===== src/rtl/dma_pkg.sv =====
// Shared DMA types: transfer mode and the descriptor handed to the DDR bank sequencer.
package dma_pkg;

  localparam int DMA_ADDR_W = 64;

  typedef enum logic [1:0] {
    DDR_TO_HOST  = 2'd0,
    HOST_TO_DDR  = 2'd1,
    HOST_TO_HOST = 2'd2,
    DDR_TO_DDR   = 2'd3
  } t_dma_mode;

  typedef struct packed {
    t_dma_mode               mode;
    logic [DMA_ADDR_W-1:0]   src_addr;
    logic [DMA_ADDR_W-1:0]   dest_addr;
  } t_dma_descriptor;

endpackage


===== src/rtl/dma_ddr_bank_sequencer.sv =====
// DDR bank sequencer: decodes the target bank of each DMA descriptor and only
// moves the registered bank select once every AXI read/write burst issued on
// the current bank has completed.
// Optional per-bank burst statistics: define DMA_DDR_SEQ_STATS_EN.
module dma_ddr_bank_sequencer #(
  parameter int NUM_LOCAL_MEM_BANKS = 2,
  parameter int ADDR_WIDTH          = 64,
  parameter int SEL_WIDTH           = (NUM_LOCAL_MEM_BANKS > 2) ? $clog2(NUM_LOCAL_MEM_BANKS) : 1,
  parameter int MAX_OUTSTANDING     = 64
) (
  input  logic                                 clk,
  input  logic                                 reset_n,
  input  logic                                 desc_valid,
  output logic                                 desc_ready,
  input  dma_pkg::t_dma_descriptor             descriptor,
  input  logic                                 ar_fire,
  input  logic                                 r_last_fire,
  input  logic                                 aw_fire,
  input  logic                                 b_fire,
  output logic [SEL_WIDTH:0]                   channel_select,
  output logic                                 ar_allow,
  output logic                                 aw_allow,
  output logic                                 busy,
  output logic                                 bad_desc,
  output logic                                 proto_err,
  output logic [NUM_LOCAL_MEM_BANKS-1:0][31:0] stat_rd_bursts,
  output logic [NUM_LOCAL_MEM_BANKS-1:0][31:0] stat_wr_bursts
);

  localparam int CNT_W = $clog2(MAX_OUTSTANDING + 1);

  localparam logic [CNT_W-1:0]   MAX_OUT_C   = CNT_W'(MAX_OUTSTANDING);
  localparam logic [SEL_WIDTH:0] NUM_BANKS_C = (SEL_WIDTH + 1)'(NUM_LOCAL_MEM_BANKS);
  localparam logic [SEL_WIDTH:0] SEL_NONE    = '1;

  localparam logic [1:0] S_IDLE   = 2'd0;
  localparam logic [1:0] S_ACTIVE = 2'd1;
  localparam logic [1:0] S_DRAIN  = 2'd2;
  localparam logic [1:0] S_SWITCH = 2'd3;

  logic [1:0]           state_q, state_d;
  logic [SEL_WIDTH:0]   sel_q, sel_d;
  logic [SEL_WIDTH:0]   next_q, next_d;
  logic [CNT_W-1:0]     rd_q, rd_d, wr_q, wr_d;
  logic                 rd_under, wr_under;
  logic                 busy_q, bad_q, bad_d, perr_q;

  logic [SEL_WIDTH-1:0] tgt;
  logic [SEL_WIDTH:0]   tgt_ext;
  logic                 mode_ok, desc_ok, desc_fire;

  // Only the bank-select bits of the addresses matter; fold the rest here.
  logic unused_desc_bits;
  assign unused_desc_bits = ^descriptor;

  assign desc_ready = (state_q == S_IDLE) || (state_q == S_ACTIVE);
  assign desc_fire  = desc_valid && desc_ready;

  // Gate new bursts only while a bank is settled; W data is never gated.
  assign ar_allow = (state_q == S_ACTIVE) && (rd_q < MAX_OUT_C);
  assign aw_allow = (state_q == S_ACTIVE) && (wr_q < MAX_OUT_C);

  assign channel_select = sel_q;
  assign busy           = busy_q;
  assign bad_desc       = bad_q;
  assign proto_err      = perr_q;

  // Target bank decode: reads hit the source side, writes the destination side.
  always_comb begin
    tgt     = '0;
    mode_ok = 1'b0;
    case (descriptor.mode)
      dma_pkg::DDR_TO_HOST: begin
        tgt     = descriptor.src_addr[ADDR_WIDTH-1 -: SEL_WIDTH];
        mode_ok = 1'b1;
      end
      dma_pkg::HOST_TO_DDR: begin
        tgt     = descriptor.dest_addr[ADDR_WIDTH-1 -: SEL_WIDTH];
        mode_ok = 1'b1;
      end
      default: begin
        tgt     = '0;
        mode_ok = 1'b0;
      end
    endcase
    tgt_ext = {1'b0, tgt};
    desc_ok = mode_ok && (tgt_ext < NUM_BANKS_C);
  end

  // Outstanding-burst counters; a lone completion at zero is a protocol error.
  always_comb begin
    rd_d     = rd_q;
    rd_under = 1'b0;
    if (ar_fire && !r_last_fire) begin
      rd_d = rd_q + CNT_W'(1);
    end else if (!ar_fire && r_last_fire) begin
      if (rd_q == '0) rd_under = 1'b1;
      else            rd_d     = rd_q - CNT_W'(1);
    end

    wr_d     = wr_q;
    wr_under = 1'b0;
    if (aw_fire && !b_fire) begin
      wr_d = wr_q + CNT_W'(1);
    end else if (!aw_fire && b_fire) begin
      if (wr_q == '0) wr_under = 1'b1;
      else            wr_d     = wr_q - CNT_W'(1);
    end
  end

  // Bank-switch FSM; DRAIN exit looks at post-update counters so the last
  // completion edge moves straight on.
  always_comb begin
    state_d = state_q;
    sel_d   = sel_q;
    next_d  = next_q;
    bad_d   = 1'b0;
    case (state_q)
      S_IDLE: begin
        if (desc_fire) begin
          if (desc_ok) begin
            state_d = S_SWITCH;
            sel_d   = tgt_ext;
            next_d  = tgt_ext;
          end else begin
            bad_d = 1'b1;
          end
        end
      end
      S_ACTIVE: begin
        if (desc_fire) begin
          if (desc_ok && (tgt_ext == sel_q)) begin
            state_d = S_ACTIVE;
          end else if (desc_ok) begin
            state_d = S_DRAIN;
            next_d  = tgt_ext;
          end else begin
            state_d = S_DRAIN;
            next_d  = SEL_NONE;
            bad_d   = 1'b1;
          end
        end
      end
      S_DRAIN: begin
        if ((rd_d == '0) && (wr_d == '0)) begin
          if (next_q != SEL_NONE) begin
            state_d = S_SWITCH;
            sel_d   = next_q;
          end else begin
            state_d = S_IDLE;
            sel_d   = SEL_NONE;
          end
        end
      end
      S_SWITCH: begin
        state_d = S_ACTIVE;
      end
      default: begin
        state_d = S_IDLE;
        sel_d   = SEL_NONE;
      end
    endcase
  end

  // State, select, counters and registered status flags.
  always_ff @(posedge clk or negedge reset_n) begin
    if (!reset_n) begin
      state_q <= S_IDLE;
      sel_q   <= SEL_NONE;
      next_q  <= SEL_NONE;
      rd_q    <= '0;
      wr_q    <= '0;
      busy_q  <= 1'b0;
      bad_q   <= 1'b0;
      perr_q  <= 1'b0;
    end else begin
      state_q <= state_d;
      sel_q   <= sel_d;
      next_q  <= next_d;
      rd_q    <= rd_d;
      wr_q    <= wr_d;
      busy_q  <= (state_d == S_DRAIN) || (state_d == S_SWITCH);
      bad_q   <= bad_d;
      perr_q  <= perr_q | rd_under | wr_under;
    end
  end

`ifdef DMA_DDR_SEQ_STATS_EN
  for (genvar b = 0; b < NUM_LOCAL_MEM_BANKS; b++) begin : g_stat
    logic [31:0] rd_cnt_q, wr_cnt_q;
    logic        hit;

    assign hit               = (sel_q == (SEL_WIDTH + 1)'(b));
    assign stat_rd_bursts[b] = rd_cnt_q;
    assign stat_wr_bursts[b] = wr_cnt_q;

    // Completed bursts attributed to the bank selected while they finish.
    always_ff @(posedge clk or negedge reset_n) begin
      if (!reset_n) begin
        rd_cnt_q <= '0;
        wr_cnt_q <= '0;
      end else begin
        if (hit && r_last_fire) rd_cnt_q <= rd_cnt_q + 32'd1;
        if (hit && b_fire)      wr_cnt_q <= wr_cnt_q + 32'd1;
      end
    end
  end
`else
  assign stat_rd_bursts = '0;
  assign stat_wr_bursts = '0;
`endif

endmodule


===== config.mk =====
export PLATFORM = sky130hd
export DESIGN_NAME = dma_ddr_bank_sequencer
export DESIGN_NICKNAME = d
export VERILOG_FILES = /design/src/rtl/dma_pkg.sv /design/src/rtl/dma_ddr_bank_sequencer.sv
export SDC_FILE = /design/constraint.sdc
export NUM_CORES = 1
export LEC_CHECK = 0
export ABC_AREA = 1
export CELL_PAD_IN_SITES_DETAIL_PLACEMENT = 0
export CELL_PAD_IN_SITES_GLOBAL_PLACEMENT = 2
export CORE_AREA = 2 2 128 161
export CTS_CLUSTER_SIZE = 20
export DETAILED_ROUTE_END_ITERATION = 8
export DIE_AREA = 0 0 130 163
export PLACE_DENSITY = 0.9
export SLEW_MARGIN = 20
export SYNTH_ARGS = -nofsm -noshare
export SYNTH_HDL_FRONTEND = slang
export SYNTH_SLANG_ARGS = --single-unit

===== constraint.sdc =====
create_clock -name clk -period 3.5 [get_ports clk]
set_clock_uncertainty 0.15 [all_clocks]
set_input_delay 0.35 -clock clk [delete_from_list [all_inputs] [get_ports clk]]
set_output_delay 0.35 -clock clk [all_outputs]
set_load 0.03 [all_outputs]

==> results.md <==
- # clock sinks: 23
- Cell depth of the worst setup path: 5
- Tcrit/Tclk final: 0.685
- Via-to-Cell Ratio: 2.93
- Crit path DAT: 1.90 ns
- Nets@finish: 561
- Sum Neg Setup Slack: 0 ns
- Min-delay src: proto_err
- P&R area growth vs syn: 4.46%
- N_diodes: 0
- Largest net degree at the start of global routing: 24
- Crit path required time: 3.00 ns
- Antenna viol nets, final: 0
- Overflow after GRT: 0
- First-pass GRT wire length: 7460 microns
- Clock transition at the registers of the reported paths: 0.06 ns
- Total GRT Usage: 0.0424
- TritonCTS clock tree: yes
- Netlist cell types: 27
- Seq cells post-synth: 23
- FF-to-FF End: channel_select[0]
- Setup bufs post-CTS: 0
- Register area share after synthesis: 0.213
- Register area: 581 sq um
- Pre-CTS setup slack: 1.01 ns
- VDD IR max: 0.233 mV
- Die area: 21200 sq um
- Core Util, Final: 0.144
- Root buffer cell: clkbuf_16
- Dpl cell area: 2760 sq um
- Post-route cell area: 2840 sq um
- Die Height: 163 microns
- Fmax: 417 MHz
- FILL cells: 2313
- Syn_area_per_cell: 6.89 sq um
- Cell family with most CP delay: buffers and inverters
- DR iter-0 viols: 92
- P_int: 0.848 mW
- Placed insts: 682
- Vias: 2012
- Row cnt: 58
- Final-report max-slew violation count: 0
- Worst R2R Path Depth: 14
- Clock latency on the worst-skew pair: 0.25 ns
- CP Capture Point: aw_allow
- Multi-input gate area: 1510 sq um
- Slew headroom: 0.635
- Max-Cap Viols: 0
- Sequential power share: 0.305
- Non-filler instance count after layout: 687
- CP Max Fanout: 5
- CTS buffer count: 3
- Crit start category: flip-flop
- Post_cts resized: 0
- Routed length per instance: 7.03 microns
- DR pass1 iterations: 4
- Worst Tran Pin Value: 0.543 ns
- RSZ-0062 raised after global routing: false
- Leak: 1.44 nW
- Start point of the critical path: state_q[0]
- Final Hold Slack: 0.322 ns
- Routability cong.: 0.766
- Crit path capture type: output pin
- Clock Power Share: 0.137
- Minimum clock period: 2.40 ns
- Worst flop-to-flop path startpoint: rd_q[0]
- Area of the core: 19800 sq um
- CTS H-tree depth: 1
- Worst path bufs/invs: 3
- Buffers added on ports: 18
- Syn Inst Count: 395
- Endpoints failing setup: 0
- Status: finished, final reports clean
- Synthesized area: 2720 sq um
- Starting Density: 0.137
- Worst R2R Setup Slack: 1.27 ns
- Vias in the first global route: 1611
- Combinational power share: 0.558
- Crit-path cells: inv_1 -> nor2_1 -> inv_1 -> nor2_1 -> clkdlybuf4s50_1
- CTS max path bufs: 2
- Final Hold Vio Count: 0
- Die width: 130 microns
- HPWL Detailed: 4110 microns
- Final worst slack: 1.10 ns
- Layout cells sized above 1: 0.0887
- Routed WL: 4830 microns
- Slowest cell on crit path: clkdlybuf4s50_1
- P_sw: 0.951 mW
- # DRC: 0
- # IOs: 273
- Crit-path max cell delay: 0.71 ns
- Hold Crit Class: reg -> reg
- Critical path type: reg -> out
- Power Dens Cells: 633 nW/um^2
- Switching part of the total: 0.528
- YS warnings: 0
- Pwr Total: 1.80 mW
- Initial antenna violation count: 0
## worst min path at each step
stage | to | slack [ns] | depth (start not counted)
finish | proto_err | 0.32 | 2
global route | next_q[1] | 0.38 | 2
CTS | proto_err | 0.34 | 2
global placement | proto_err | 0.30 | 2
floorplan | bad_desc | -0.1 | 0
detailed placement | proto_err | 0.32 | 2
## worst reg2reg max path: stages (launching register included)
cell     delay [ns]
dfrtp_1        0.44
inv_1          0.15
ha_1           0.17
inv_1          0.04
nor2_1         0.15
nand3_4        0.13
o21ai_2        0.18
nor2_1         0.10
nor2_4         0.10
nand3_2        0.10
nor2_4         0.14
nand3_2        0.12
nand2_2        0.08
nand2_1        0.05
nand2_1        0.06
## cell families (layout without fill, tap and decap cells)
| kind of cell | after synthesis | count (layout) | synth area share |
|---|---|---|---|
| other | 1 | 128 | 0.00138 |
| flip-flops | 23 | 23 | 0.213 |
| AO/OA/AOI/OAI | 29 | 29 | 0.0565 |
| buffers and inverters | 168 | 63 | 0.408 |
| XOR/XNOR | 2 | 2 | 0.00643 |
| adder cells (fa/ha/maj) | 6 | 6 | 0.0276 |
| AND/OR/NAND/NOR | 166 | 166 | 0.287 |
## per-layer routing
layer	track usage	up-vias	share of wire
li1	-	1008	-
met1	0.0492	882	0.40
met2	0.0826	122	0.50
met3	0.00887	0	0.096
met4	0.00147	0	0
met5	0	-	0
## cell type report
cell class,count,area share
multi-input cells,331,0.530
flip-flops and latches,23,0.204
well taps,270,0.119
repair buffers,19,0.0651
inverters,40,0.0528
clock buffers,3,0.0264
clock inverters,1,0.00264
## synthesized netlist by cell type (all sizes together)
cell type / n / share of area
a21oi: 12 / 0.022
ha: 6 / 0.028
dfstp: 4 / 0.039
conb: 1 / 0.0014
nand3: 26 / 0.062
nor2: 57 / 0.10
o21a: 1 / 0.0028
nor4: 1 / 0.0023
xor2: 2 / 0.0064
dfrtp: 19 / 0.17
nand4: 3 / 0.0069
nor3: 2 / 0.0037
buf: 128 / 0.35
clkinv: 1 / 0.0014
inv: 39 / 0.054
nand2: 75 / 0.11
o21bai: 1 / 0.0028
nand3b: 2 / 0.0055
o21ai: 15 / 0.029
## state kept, by name (all words and copies together) (netlist names)
name / flops
rd_q: 7
wr_q: 7
channel_select: 2
next_q: 2
state_q: 2
bad_desc: 1
busy: 1
proto_err: 1
## cells in the final DEF, fill, tap and decap left out, types with 3 or more instances in the layout
master           count
a21oi_1             12
clkbuf_16            3
clkdlybuf4s50_1     17
conb_1             128
dfrtp_1             19
dfstp_2              4
ha_1                 6
inv_1               35
inv_2                4
nand2_1             71
nand2_2              4
nand3_1             20
nand3_2              5
nand4_1              3
nor2_1              44
nor2_2               8
nor2_4               5
o21ai_0             10
o21ai_1              4
## repair_timing
item                                    in CTS  in global routing
hold buffers                                 0                  1
endpoints found under the hold margin        0                 19
endpoints found under the setup margin       0                  0
## power by group through the flow
stage	Combinational [mW]	Clock (mW)	Sequential, mW
3_3_place_gp	1.01	0	0.553
4_1_cts	1.01	0.255	0.551
3_5_place_dp	1.01	0	0.554
2_1_floorplan	0.875	0	0.552
5_1_grt	1.13	0.265	0.576
6_report	1.00	0.246	0.549
Note: power is estimated with default switching activity, not from simulation.
